===== src/rtl/dp_app_ram_ldr_if.sv =====
// Stream-in / RAM-init-out bundle for the application RAM boot loader.
// The loader connects through the slave modport; the byte source uses master.
interface dp_app_ram_ldr_if;
  logic [7:0]  S_DAT_IN;
  logic        S_VLD_IN;
  logic        S_RDY_OUT;
  logic        INIT_STR_OUT;
  logic [31:0] INIT_DAT_OUT;
  logic        INIT_VLD_OUT;
  logic        BUSY_OUT;
  logic        DONE_OUT;
  logic        ERR_OUT;
  logic [1:0]  ERR_CODE_OUT;

  modport master (
    output S_DAT_IN,
    output S_VLD_IN,
    input  S_RDY_OUT,
    input  INIT_STR_OUT,
    input  INIT_DAT_OUT,
    input  INIT_VLD_OUT,
    input  BUSY_OUT,
    input  DONE_OUT,
    input  ERR_OUT,
    input  ERR_CODE_OUT
  );

  modport slave (
    input  S_DAT_IN,
    input  S_VLD_IN,
    output S_RDY_OUT,
    output INIT_STR_OUT,
    output INIT_DAT_OUT,
    output INIT_VLD_OUT,
    output BUSY_OUT,
    output DONE_OUT,
    output ERR_OUT,
    output ERR_CODE_OUT
  );
endinterface


===== src/rtl/dp_app_ram_ldr.sv =====
// Boot loader: parses A5/LEN/DATA/CHK frames into little-endian 32-bit RAM init writes,
// checking length, checksum and inter-byte timeout, and reporting sticky load status.
module dp_app_ram_ldr #(
  parameter int unsigned P_ADR = 10,
  parameter int unsigned P_TO  = 65535
) (
  input logic             CLK_IN,
  input logic             RST_IN,
  dp_app_ram_ldr_if.slave ldr
);

  localparam int unsigned Cap = 2 ** (P_ADR - 2);
  localparam int unsigned ToW = $clog2(P_TO);

  typedef enum logic [2:0] {
    StIdle,
    StLen0,
    StLen1,
    StData,
    StChk,
    StDone,
    StErr
  } state_e;

  state_e       state;
  logic [7:0]   len_lo;
  logic [15:0]  wcnt;
  logic [1:0]   bcnt;
  logic [23:0]  word_buf;
  logic [7:0]   chk;
  logic [ToW-1:0] to_cnt;

  logic         rdy;
  logic         init_str;
  logic [31:0]  init_dat;
  logic         init_vld;
  logic         busy;
  logic         done;
  logic         err;
  logic [1:0]   err_code;

  logic         acc;
  logic         in_frame;
  logic         to_hit;
  logic [15:0]  len_full;
  logic [7:0]   chk_sum;

  assign acc      = ldr.S_VLD_IN & rdy;
  assign in_frame = (state == StLen0) || (state == StLen1) || (state == StData) ||
                    (state == StChk);
  // Fires on the P_TO-th consecutive idle cycle inside a frame.
  assign to_hit   = !acc && (to_cnt == ToW'(P_TO - 1));
  assign len_full = {ldr.S_DAT_IN, len_lo};
  assign chk_sum  = chk + ldr.S_DAT_IN;

  always_ff @(posedge CLK_IN or posedge RST_IN) begin
    if (RST_IN) begin
      state    <= StIdle;
      len_lo   <= '0;
      wcnt     <= '0;
      bcnt     <= '0;
      word_buf <= '0;
      chk      <= '0;
      to_cnt   <= '0;
      rdy      <= 1'b0;
      init_str <= 1'b0;
      init_dat <= '0;
      init_vld <= 1'b0;
      busy     <= 1'b0;
      done     <= 1'b0;
      err      <= 1'b0;
      err_code <= 2'd0;
    end else begin
      rdy      <= 1'b1;
      init_str <= 1'b0;
      init_vld <= 1'b0;

      if (in_frame && !acc) begin
        to_cnt <= to_cnt + 1'b1;
      end else begin
        to_cnt <= '0;
      end

      unique case (state)
        StIdle, StDone, StErr: begin
          if (acc && (ldr.S_DAT_IN == 8'hA5)) begin
            state    <= StLen0;
            done     <= 1'b0;
            err      <= 1'b0;
            err_code <= 2'd0;
            busy     <= 1'b1;
            chk      <= '0;
          end
        end

        StLen0: begin
          if (to_hit) begin
            state    <= StErr;
            err      <= 1'b1;
            err_code <= 2'd3;
            busy     <= 1'b0;
          end else if (acc) begin
            len_lo <= ldr.S_DAT_IN;
            state  <= StLen1;
          end
        end

        StLen1: begin
          if (to_hit) begin
            state    <= StErr;
            err      <= 1'b1;
            err_code <= 2'd3;
            busy     <= 1'b0;
          end else if (acc) begin
            if ((len_full == 16'd0) || (32'(len_full) > Cap)) begin
              state    <= StErr;
              err      <= 1'b1;
              err_code <= 2'd1;
              busy     <= 1'b0;
            end else begin
              wcnt     <= len_full;
              bcnt     <= 2'd0;
              init_str <= 1'b1;
              state    <= StData;
            end
          end
        end

        StData: begin
          if (to_hit) begin
            // Any partially assembled word is simply dropped.
            state    <= StErr;
            err      <= 1'b1;
            err_code <= 2'd3;
            busy     <= 1'b0;
          end else if (acc) begin
            chk  <= chk_sum;
            bcnt <= bcnt + 1'b1;
            unique case (bcnt)
              2'd0: word_buf[7:0]   <= ldr.S_DAT_IN;
              2'd1: word_buf[15:8]  <= ldr.S_DAT_IN;
              2'd2: word_buf[23:16] <= ldr.S_DAT_IN;
              2'd3: begin
                init_dat <= {ldr.S_DAT_IN, word_buf};
                init_vld <= 1'b1;
                wcnt     <= wcnt - 1'b1;
                if (wcnt == 16'd1) begin
                  state <= StChk;
                end
              end
            endcase
          end
        end

        StChk: begin
          if (to_hit) begin
            state    <= StErr;
            err      <= 1'b1;
            err_code <= 2'd3;
            busy     <= 1'b0;
          end else if (acc) begin
            busy <= 1'b0;
            if (chk_sum == 8'd0) begin
              state <= StDone;
              done  <= 1'b1;
            end else begin
              state    <= StErr;
              err      <= 1'b1;
              err_code <= 2'd2;
            end
          end
        end

        default: state <= StIdle;
      endcase
    end
  end

  assign ldr.S_RDY_OUT    = rdy;
  assign ldr.INIT_STR_OUT = init_str;
  assign ldr.INIT_DAT_OUT = init_dat;
  assign ldr.INIT_VLD_OUT = init_vld;
  assign ldr.BUSY_OUT     = busy;
  assign ldr.DONE_OUT     = done;
  assign ldr.ERR_OUT      = err;
  assign ldr.ERR_CODE_OUT = err_code;

endmodule


===== src/flat_wrapper.sv =====
// flat-port wrapper written by rule: the top's interface ports become plain ports
module dp_app_ram_ldr_flat 
#(
  parameter int unsigned P_ADR = 10,
  parameter int unsigned P_TO  = 65535
)
  (CLK_IN, RST_IN, ldr_S_DAT_IN, ldr_S_VLD_IN, ldr_S_RDY_OUT, ldr_INIT_STR_OUT, ldr_INIT_DAT_OUT, ldr_INIT_VLD_OUT, ldr_BUSY_OUT, ldr_DONE_OUT, ldr_ERR_OUT, ldr_ERR_CODE_OUT);
  dp_app_ram_ldr_if ldr_i ();
  input logic CLK_IN;
  input logic RST_IN;
  input wire logic [$bits(ldr_i.S_DAT_IN)-1:0] ldr_S_DAT_IN;
  input wire logic [$bits(ldr_i.S_VLD_IN)-1:0] ldr_S_VLD_IN;
  output wire logic [$bits(ldr_i.S_RDY_OUT)-1:0] ldr_S_RDY_OUT;
  output wire logic [$bits(ldr_i.INIT_STR_OUT)-1:0] ldr_INIT_STR_OUT;
  output wire logic [$bits(ldr_i.INIT_DAT_OUT)-1:0] ldr_INIT_DAT_OUT;
  output wire logic [$bits(ldr_i.INIT_VLD_OUT)-1:0] ldr_INIT_VLD_OUT;
  output wire logic [$bits(ldr_i.BUSY_OUT)-1:0] ldr_BUSY_OUT;
  output wire logic [$bits(ldr_i.DONE_OUT)-1:0] ldr_DONE_OUT;
  output wire logic [$bits(ldr_i.ERR_OUT)-1:0] ldr_ERR_OUT;
  output wire logic [$bits(ldr_i.ERR_CODE_OUT)-1:0] ldr_ERR_CODE_OUT;
  assign ldr_i.S_DAT_IN = ldr_S_DAT_IN;
  assign ldr_i.S_VLD_IN = ldr_S_VLD_IN;
  assign ldr_S_RDY_OUT = ldr_i.S_RDY_OUT;
  assign ldr_INIT_STR_OUT = ldr_i.INIT_STR_OUT;
  assign ldr_INIT_DAT_OUT = ldr_i.INIT_DAT_OUT;
  assign ldr_INIT_VLD_OUT = ldr_i.INIT_VLD_OUT;
  assign ldr_BUSY_OUT = ldr_i.BUSY_OUT;
  assign ldr_DONE_OUT = ldr_i.DONE_OUT;
  assign ldr_ERR_OUT = ldr_i.ERR_OUT;
  assign ldr_ERR_CODE_OUT = ldr_i.ERR_CODE_OUT;
  dp_app_ram_ldr #(.P_ADR(P_ADR), .P_TO(P_TO)) u_core (.CLK_IN(CLK_IN), .RST_IN(RST_IN), .ldr(ldr_i));
endmodule

===== config.mk =====
export PLATFORM = sky130hd
export DESIGN_NAME = dp_app_ram_ldr_flat
export DESIGN_NICKNAME = d
export VERILOG_FILES = /design/src/rtl/dp_app_ram_ldr_if.sv /design/src/rtl/dp_app_ram_ldr.sv /design/src/flat_wrapper.sv
export SDC_FILE = /design/constraint.sdc
export NUM_CORES = 1
export LEC_CHECK = 0
export BUFFER_PORTS_ARGS = -buffer_cell sky130_fd_sc_hd__buf_4
export CAP_MARGIN = 20
export CORE_UTILIZATION = 59
export CTS_CLUSTER_DIAMETER = 120
export DETAILED_ROUTE_END_ITERATION = 10
export PLACE_DENSITY = 0.79
export SETUP_SLACK_MARGIN = 0.05
export SLEW_MARGIN = 0
export SYNTH_ARGS = -nofsm -noshare
export SYNTH_HDL_FRONTEND = slang
export SYNTH_SLANG_ARGS = --single-unit

===== constraint.sdc =====
create_clock -name CLK_IN -period 4.7 [get_ports CLK_IN]
set_input_delay 0.705 -clock CLK_IN [delete_from_list [all_inputs] [get_ports CLK_IN]]
set_output_delay 0.705 -clock CLK_IN [all_outputs]
set_load 0.005 [all_outputs]

**Word level (Yosys, flattened, before mapping)**

Index checks and enable logic that the tools add are counted.

- Input port bits: 11
- Bits in registers: 117
- ROM bits: 0
- Memories: 0
- Output and inout port bits: 40
- Logic and storage cells: 155
- Latch bits: 0
- RAM bits: 0

- $lt $le $gt $ge: 1
- Equal/unequal tests: 31
- Reduce and logical (&&, ||, !) cells: 30
- Bitwise gates (word level): 2
- $add $sub $neg: 4
- Div/mod/pow operators: 0
- Multipliers: 0
- Shifts and indexed selects: 0
- Muxes and demuxes: 70

Operators with widths:

| cell | count |
|---|---|
| $mux 16 | 7 |
| $mux 3 | 12 |
| $pmux 16 s2 | 1 |
| $mux 2 | 14 |
| $mux 1 | 26 |
| $mux 8 | 3 |
| $reduce_and 7->1 | 3 |
| $reduce_and 4->1 | 5 |
| $add 16x1->16 const B | 1 |
| $eq 16x1->1 const B | 1 |
| $eq 16x16->1 const B | 1 |
| $gt 16x9->1 const B | 1 |
| $logic_not 16->1 | 1 |
| $pmux 8 s2 | 1 |
| $sub 16x1->16 const B | 1 |
| $pmux 3 s5 | 1 |
| $ne 2x2->1 const B | 6 |
| $ne 3x1->1 const B | 4 |
| $ne 3x2->1 const B | 4 |
| $reduce_and 6->1 | 2 |
| $ne 2x1->1 const B | 5 |
| $eq 3x3->1 const B | 3 |
| $add 8x8->8 | 1 |
| $eq 8x8->1 const B | 1 |
| 23 further kinds | 33 |

**Depth between registers and ports, before layout**

- Depth after elaboration: 6
- Depth in mapped cells: 10
- Gate-level depth less buffers: 9

**Worst setup path before layout**

OpenSTA, ideal clock, no wires.

- Kind: input to register
- From: input ldr_S_DAT_IN[0]
- To: register u_core.done, in the netlist u_core.ldr.DONE_OUT
- Path slack: 1.560 ns
- Buffers on the path: 1
- Arrival: 3.067 ns
- Data required time: 4.627 ns
- Setup time: 0.073 ns
- Cell stages on the path: 10
- Cell sequence: ha_1 fa_1 a211oi_1 o21bai_1 a21oi_1 xnor2_1 or4_1 buf_2 or3_1 a21oi_2

- Longest elaborated chain between the ends: 4
- Elaborated cells between the ends (all ways): 7
- Those cells by class: add/sub: 1; eq/ne: 3; reduce/logical: 3

Ends and longest elaborated chain:

| item | RTL line | text |
|---|---|---|
| start, declared | flat_wrapper.sv:11 | `input wire logic [$bits(ldr_i.S_DAT_IN)-1:0] ldr_S_DAT_IN;` |
| $add 8x8->8 or $eq 8x8->1 (tied branches) | dp_app_ram_ldr.sv:54, dp_app_ram_ldr.sv:86 |  |
| $logic_not 8->1 or $logic_and 1x1->1 (tied branches) | dp_app_ram_ldr.sv:163, dp_app_ram_ldr.sv:86 |  |
| $ne 2x2->1 (no source line) or $ne 2x1->1 (tied branches) | n/a |  |
| $reduce_and 5->1 (no source line) (*) | n/a |  |
| end signal, assigned | dp_app_ram_ldr.sv:70 | `done <= 1'b0;` |
| end signal, assigned | dp_app_ram_ldr.sv:88 | `done <= 1'b0;` |
| end signal, assigned | dp_app_ram_ldr.sv:165 | `done <= 1'b1;` |
| end, declared | dp_app_ram_ldr.sv:38 | `logic done;` |

Mark *: on every way between the ends. The rest lies on a longest branch, timed or not.
A chain may end at the register's enable or synchronous reset.

**Worst setup path after layout**

- From: register u_core.chk[0]
- To: register u_core.done, in the netlist u_core.ldr.DONE_OUT

- Longest elaborated chain between the ends: 4

Ends and longest elaborated chain:

| item | RTL line | text |
|---|---|---|
| start, declared | dp_app_ram_ldr.sv:30 | `logic [7:0] chk;` |
| start signal, assigned | dp_app_ram_ldr.sv:137 | `chk <= chk_sum;` |
| $add 8x8->8 | dp_app_ram_ldr.sv:54 | `assign chk_sum = chk + ldr.S_DAT_IN;` |
| $logic_not 8->1 | dp_app_ram_ldr.sv:163 | `if (chk_sum == 8'd0) begin` |
| $ne 2x2->1 (no source line) | n/a |  |
| $reduce_and 5->1 (no source line) | n/a |  |

No other way between the ends.

==> summary.txt <==
Detailed routing
  – Routed length per instance: 17.5 µm
  – Starting DRC count in detailed routing: slightly above 300
  – Vias: approximately 4,200
  – Routed Antenna Nets: 0
  – Pre-antenna DRT Iters: 5
  – DRC: 0
  – Routed WL: ~12,000 µm
  – Vias per cell: approximately 6

Synth
  – Primary FF master, synth: dfrtp_1
  – Share of the synthesized area in the top cell type: between 50% and 60%
  – Yosys top cell by area: dfrtp_1
  – Area contributors post-synth: dfrtp_1 52%, mux2_2 13%, nand2_1 3.5%
  – Ys async rst share: between 90% and 100%
  – Post-Syn Nets: around 540
  – Mean Syn Cell Area: 10.9 µm²
  – Synthesized area: about 5600 µm²
  – Distinct cells, synth: a little over 50
  – Post-Syn Instances: around 500
  – Number of flops mapped to enable cells by yosys: 0
  – Synth Register Bits: between 100 and 150
  – Sequential-to-total area share from yosys stat: between 50% and 60%
  – Warnings from Yosys: 0

Floorplanning
  – Die Ht: 99.6 µm
  – Die X: about 100 µm
  – # rows: 35
  – DIE AREA: between 9000 and 10,000 µm²
  – Initial Utilization: 60.8%
  – Placeable Area: between 9000 and 10,000 µm²
  – Io pins: 51

Pwr
  – VDD IR max: around 0.00037 V
  – PwrDens: 623 nW/µm²
  – Combinational Power Share: a little under a third
  – Internal power: 2.69 mW
  – Switching share of power: about a third
  – Power consumption: 4.14 mW
  – Clk pwr share: about 29%
  – Flop pwr share: around 40%
  – Switching power: 1.45 mW
  – Leakage Power: 3.07 nW

GRT
  – GR Overflow Total: 0
  – First-pass GRT wire length: 20,700 µm
  – Largest net degree at the start of global routing: slightly below 80
  – Vias in the first global route: between 4,000 and 5,000
  – GRT Total Usage: between 20% and 30%
  – Initial antenna violation count: 0

Clock network
  – Cts repair resizes: 0
  – Num CTS Buffers: 17
  – Clock-pin slew on the worst setup and hold paths: ~60 ps
  – TritonCTS clock tree: built
  – Clk Latency, worst-skew pair: about 520 ps
  – Hold-fix buffers, CTS: 0
  – Post-CTS setup buffer count: 0
  – Root buffer cell: clkbuf_8
  – Clock net sink count: about 120
  – CTS max path bufs: 2
  – H-Tree Depth: 4

Finish
  – Leading cell type in the layout, fill and taps excluded: dfrtp_1
  – Finished Layout Cells: between 700 and 800
  – Multi-input gate area: 2560 µm²
  – Diodes inserted: 0
  – Commonest cells after routing, fill and taps aside: 117 x dfrtp_1, 64 x mux2_2, 53 x buf_4, 52 x nand2_1, 40 x nor2_1
  – Register area: between 2000 and 3000 µm²
  – Fillers: 610
  – Nets: 591
  – Fin util: 71.9%
  – Area growth syn-to-layout: 18.2%
  – Layout cells sized above 1: about 27%

Worst setup path
  – Critical R2R Launch: u_core.chk[0]
  – Peak per-stage delay on the critical path: between 600 and 700 ps
  – WP data required: just over 5000 ps
  – Critical path type: reg -> reg
  – R2R Setup Slk: 1640 ps
  – Worst R2R Path Depth: 9
  – Critical Path Fanout Max: 7
  – Largest delay share family, worst path: simple AND/OR/NAND/NOR gates
  – Critical-path cell list: ha_1, fa_1, a211oi_1, o21bai_1, a21oi_1, xnor2_1, or4_1, or3_1, a21oi_2
  – Critical Path Source Type: register
  – Slowest library cell on the worst path: or4_1
  – Crit end category: register
  – Worst path arrival time: between 3000 and 4000 ps
  – CP Buf/Inv Count: 0
  – Reg2reg end: u_core.ldr.DONE_OUT

Run
  – Max Cap Viol: 0

Timing
  – Slew Limit Fails: 0
  – Final setup fails: 0
  – Highest clock rate: 0.327 GHz
  – Skew final: about 11 ps
  – PnR worst setup slack: 1640 ps
  – RSZ-0062 raised after global routing: false
  – Final period demand of the worst path: around 3100 ps
  – Slew @ Worst Pin: around 920 ps
  – Setup TNS: 0 ps
  – Slew HR: between 30% and 40%
  – Endpoints failing hold: 0
  – Final Cycle Share: between 60% and 70%

Min path
  – HP Class: in -> async

Placement
  – Placed Cells: roughly 670
  – Post-DP HPWL: a little over 8000 µm
  – PortBufs: 50
  – GPL Wtd Cong: between 0.8 and 0.9
  – Pre-CTS setup slack: 1160 ps

Status
  – Outcome: complete, no violations
-- power groups by stage --
stage                     registers [mW]  clock network, mW  logic [mW]
final                               1.63               1.20        1.30
after global routing                1.67               1.26        1.45
after CTS                           1.62               1.22        1.30
after detailed placement            1.63                  0        1.29
after global placement              1.61                  0        1.23
after floorplan                     1.53                  0       0.982
-- metal layers --
layer	wire, µm	vias up	GRT usage [%]	share of wire (%)
li1	-	1952	-	-
met2	5960	125	44.0	48
met5	0	-	0	0
met4	150	0	9.28	1.2
met1	5570	2067	35.5	45
met3	643	18	7.17	5.2
-- synth_stat cells (9+ instances only) --
cell,n
nor2_1,40
dfrtp_1,117
nor3_1,12
nand2_1,52
inv_1,11
clkbuf_1,17
mux2_2,64
xor2_1,9
xnor2_1,14
o21ai_0,34
nand3_1,12
a21oi_1,24
a22o_1,14
ha_1,15
-- worst register-to-register path: stages (launching register included) --
cell	delay [ps]
dfrtp_1	390
ha_1	230
fa_1	450
a211oi_1	330
o21bai_1	130
a21oi_1	180
xnor2_1	100
or4_1	670
or3_1	380
a21oi_2	130
-- how the worst max path moves through the flow --
stage	slack, ps	cells past startpoint	to	startpoint
6_report	1640	9	u_core.ldr.DONE_OUT	u_core.chk[0]
5_1_grt	1490	9	u_core.ldr.DONE_OUT	u_core.chk[0]
4_1_cts	1640	9	u_core.ldr.DONE_OUT	u_core.chk[0]
3_5_place_dp	1160	10	u_core.ldr.DONE_OUT	ldr_S_DAT_IN[0]
3_3_place_gp	1260	10	u_core.ldr.DONE_OUT	ldr_S_DAT_IN[0]
2_1_floorplan	890	1	u_core.bcnt[0]	RST_IN
-- kinds of logic after synthesis --
group | after synthesis | synth area share, %
flip-flops | 117 | 52.1
multiplexers | 65 | 13.0
AO/OA/AOI/OAI | 105 | 12.3
AND/OR/NAND/NOR | 154 | 12.8
XOR/XNOR | 23 | 3.59
other | 1 | 0.0667
buffers and inverters | 34 | 2.38
adder cells (fa/ha/maj) | 16 | 3.70
-- registers in the layout, indices dropped and copies added, names as in the netlist, 2 cells and up --
signal / count
u_core.ldr.INIT_DAT_OUT: 32
u_core.word_buf: 24
u_core.to_cnt: 16
u_core.wcnt: 16
u_core.chk: 8
u_core.len_lo: 8
u_core.state: 3
u_core.bcnt: 2
u_core.ldr.ERR_CODE_OUT: 2
-- area by class of cell --
class | instances | area share, %
sequential | 117 | 44.1
multi-input combinational | 364 | 38.5
clock buffer | 19 | 6.50
timing repair buffer | 53 | 5.99
tap | 129 | 2.43
clock inverter | 13 | 1.86
inverter | 11 | 0.659
-- stage by stage --
| step | hold WS (ps) | area, µm² |
|---|---|---|
| finish | 394 | 6640 |
| global route | 467 | 6640 |
| CTS | 421 | 6640 |
| detailed placement | 490 | 6090 |
| global placement | 477 | 6090 |
| floorplan | 457 | 5620 |
(Power assumes the default switching activity.)
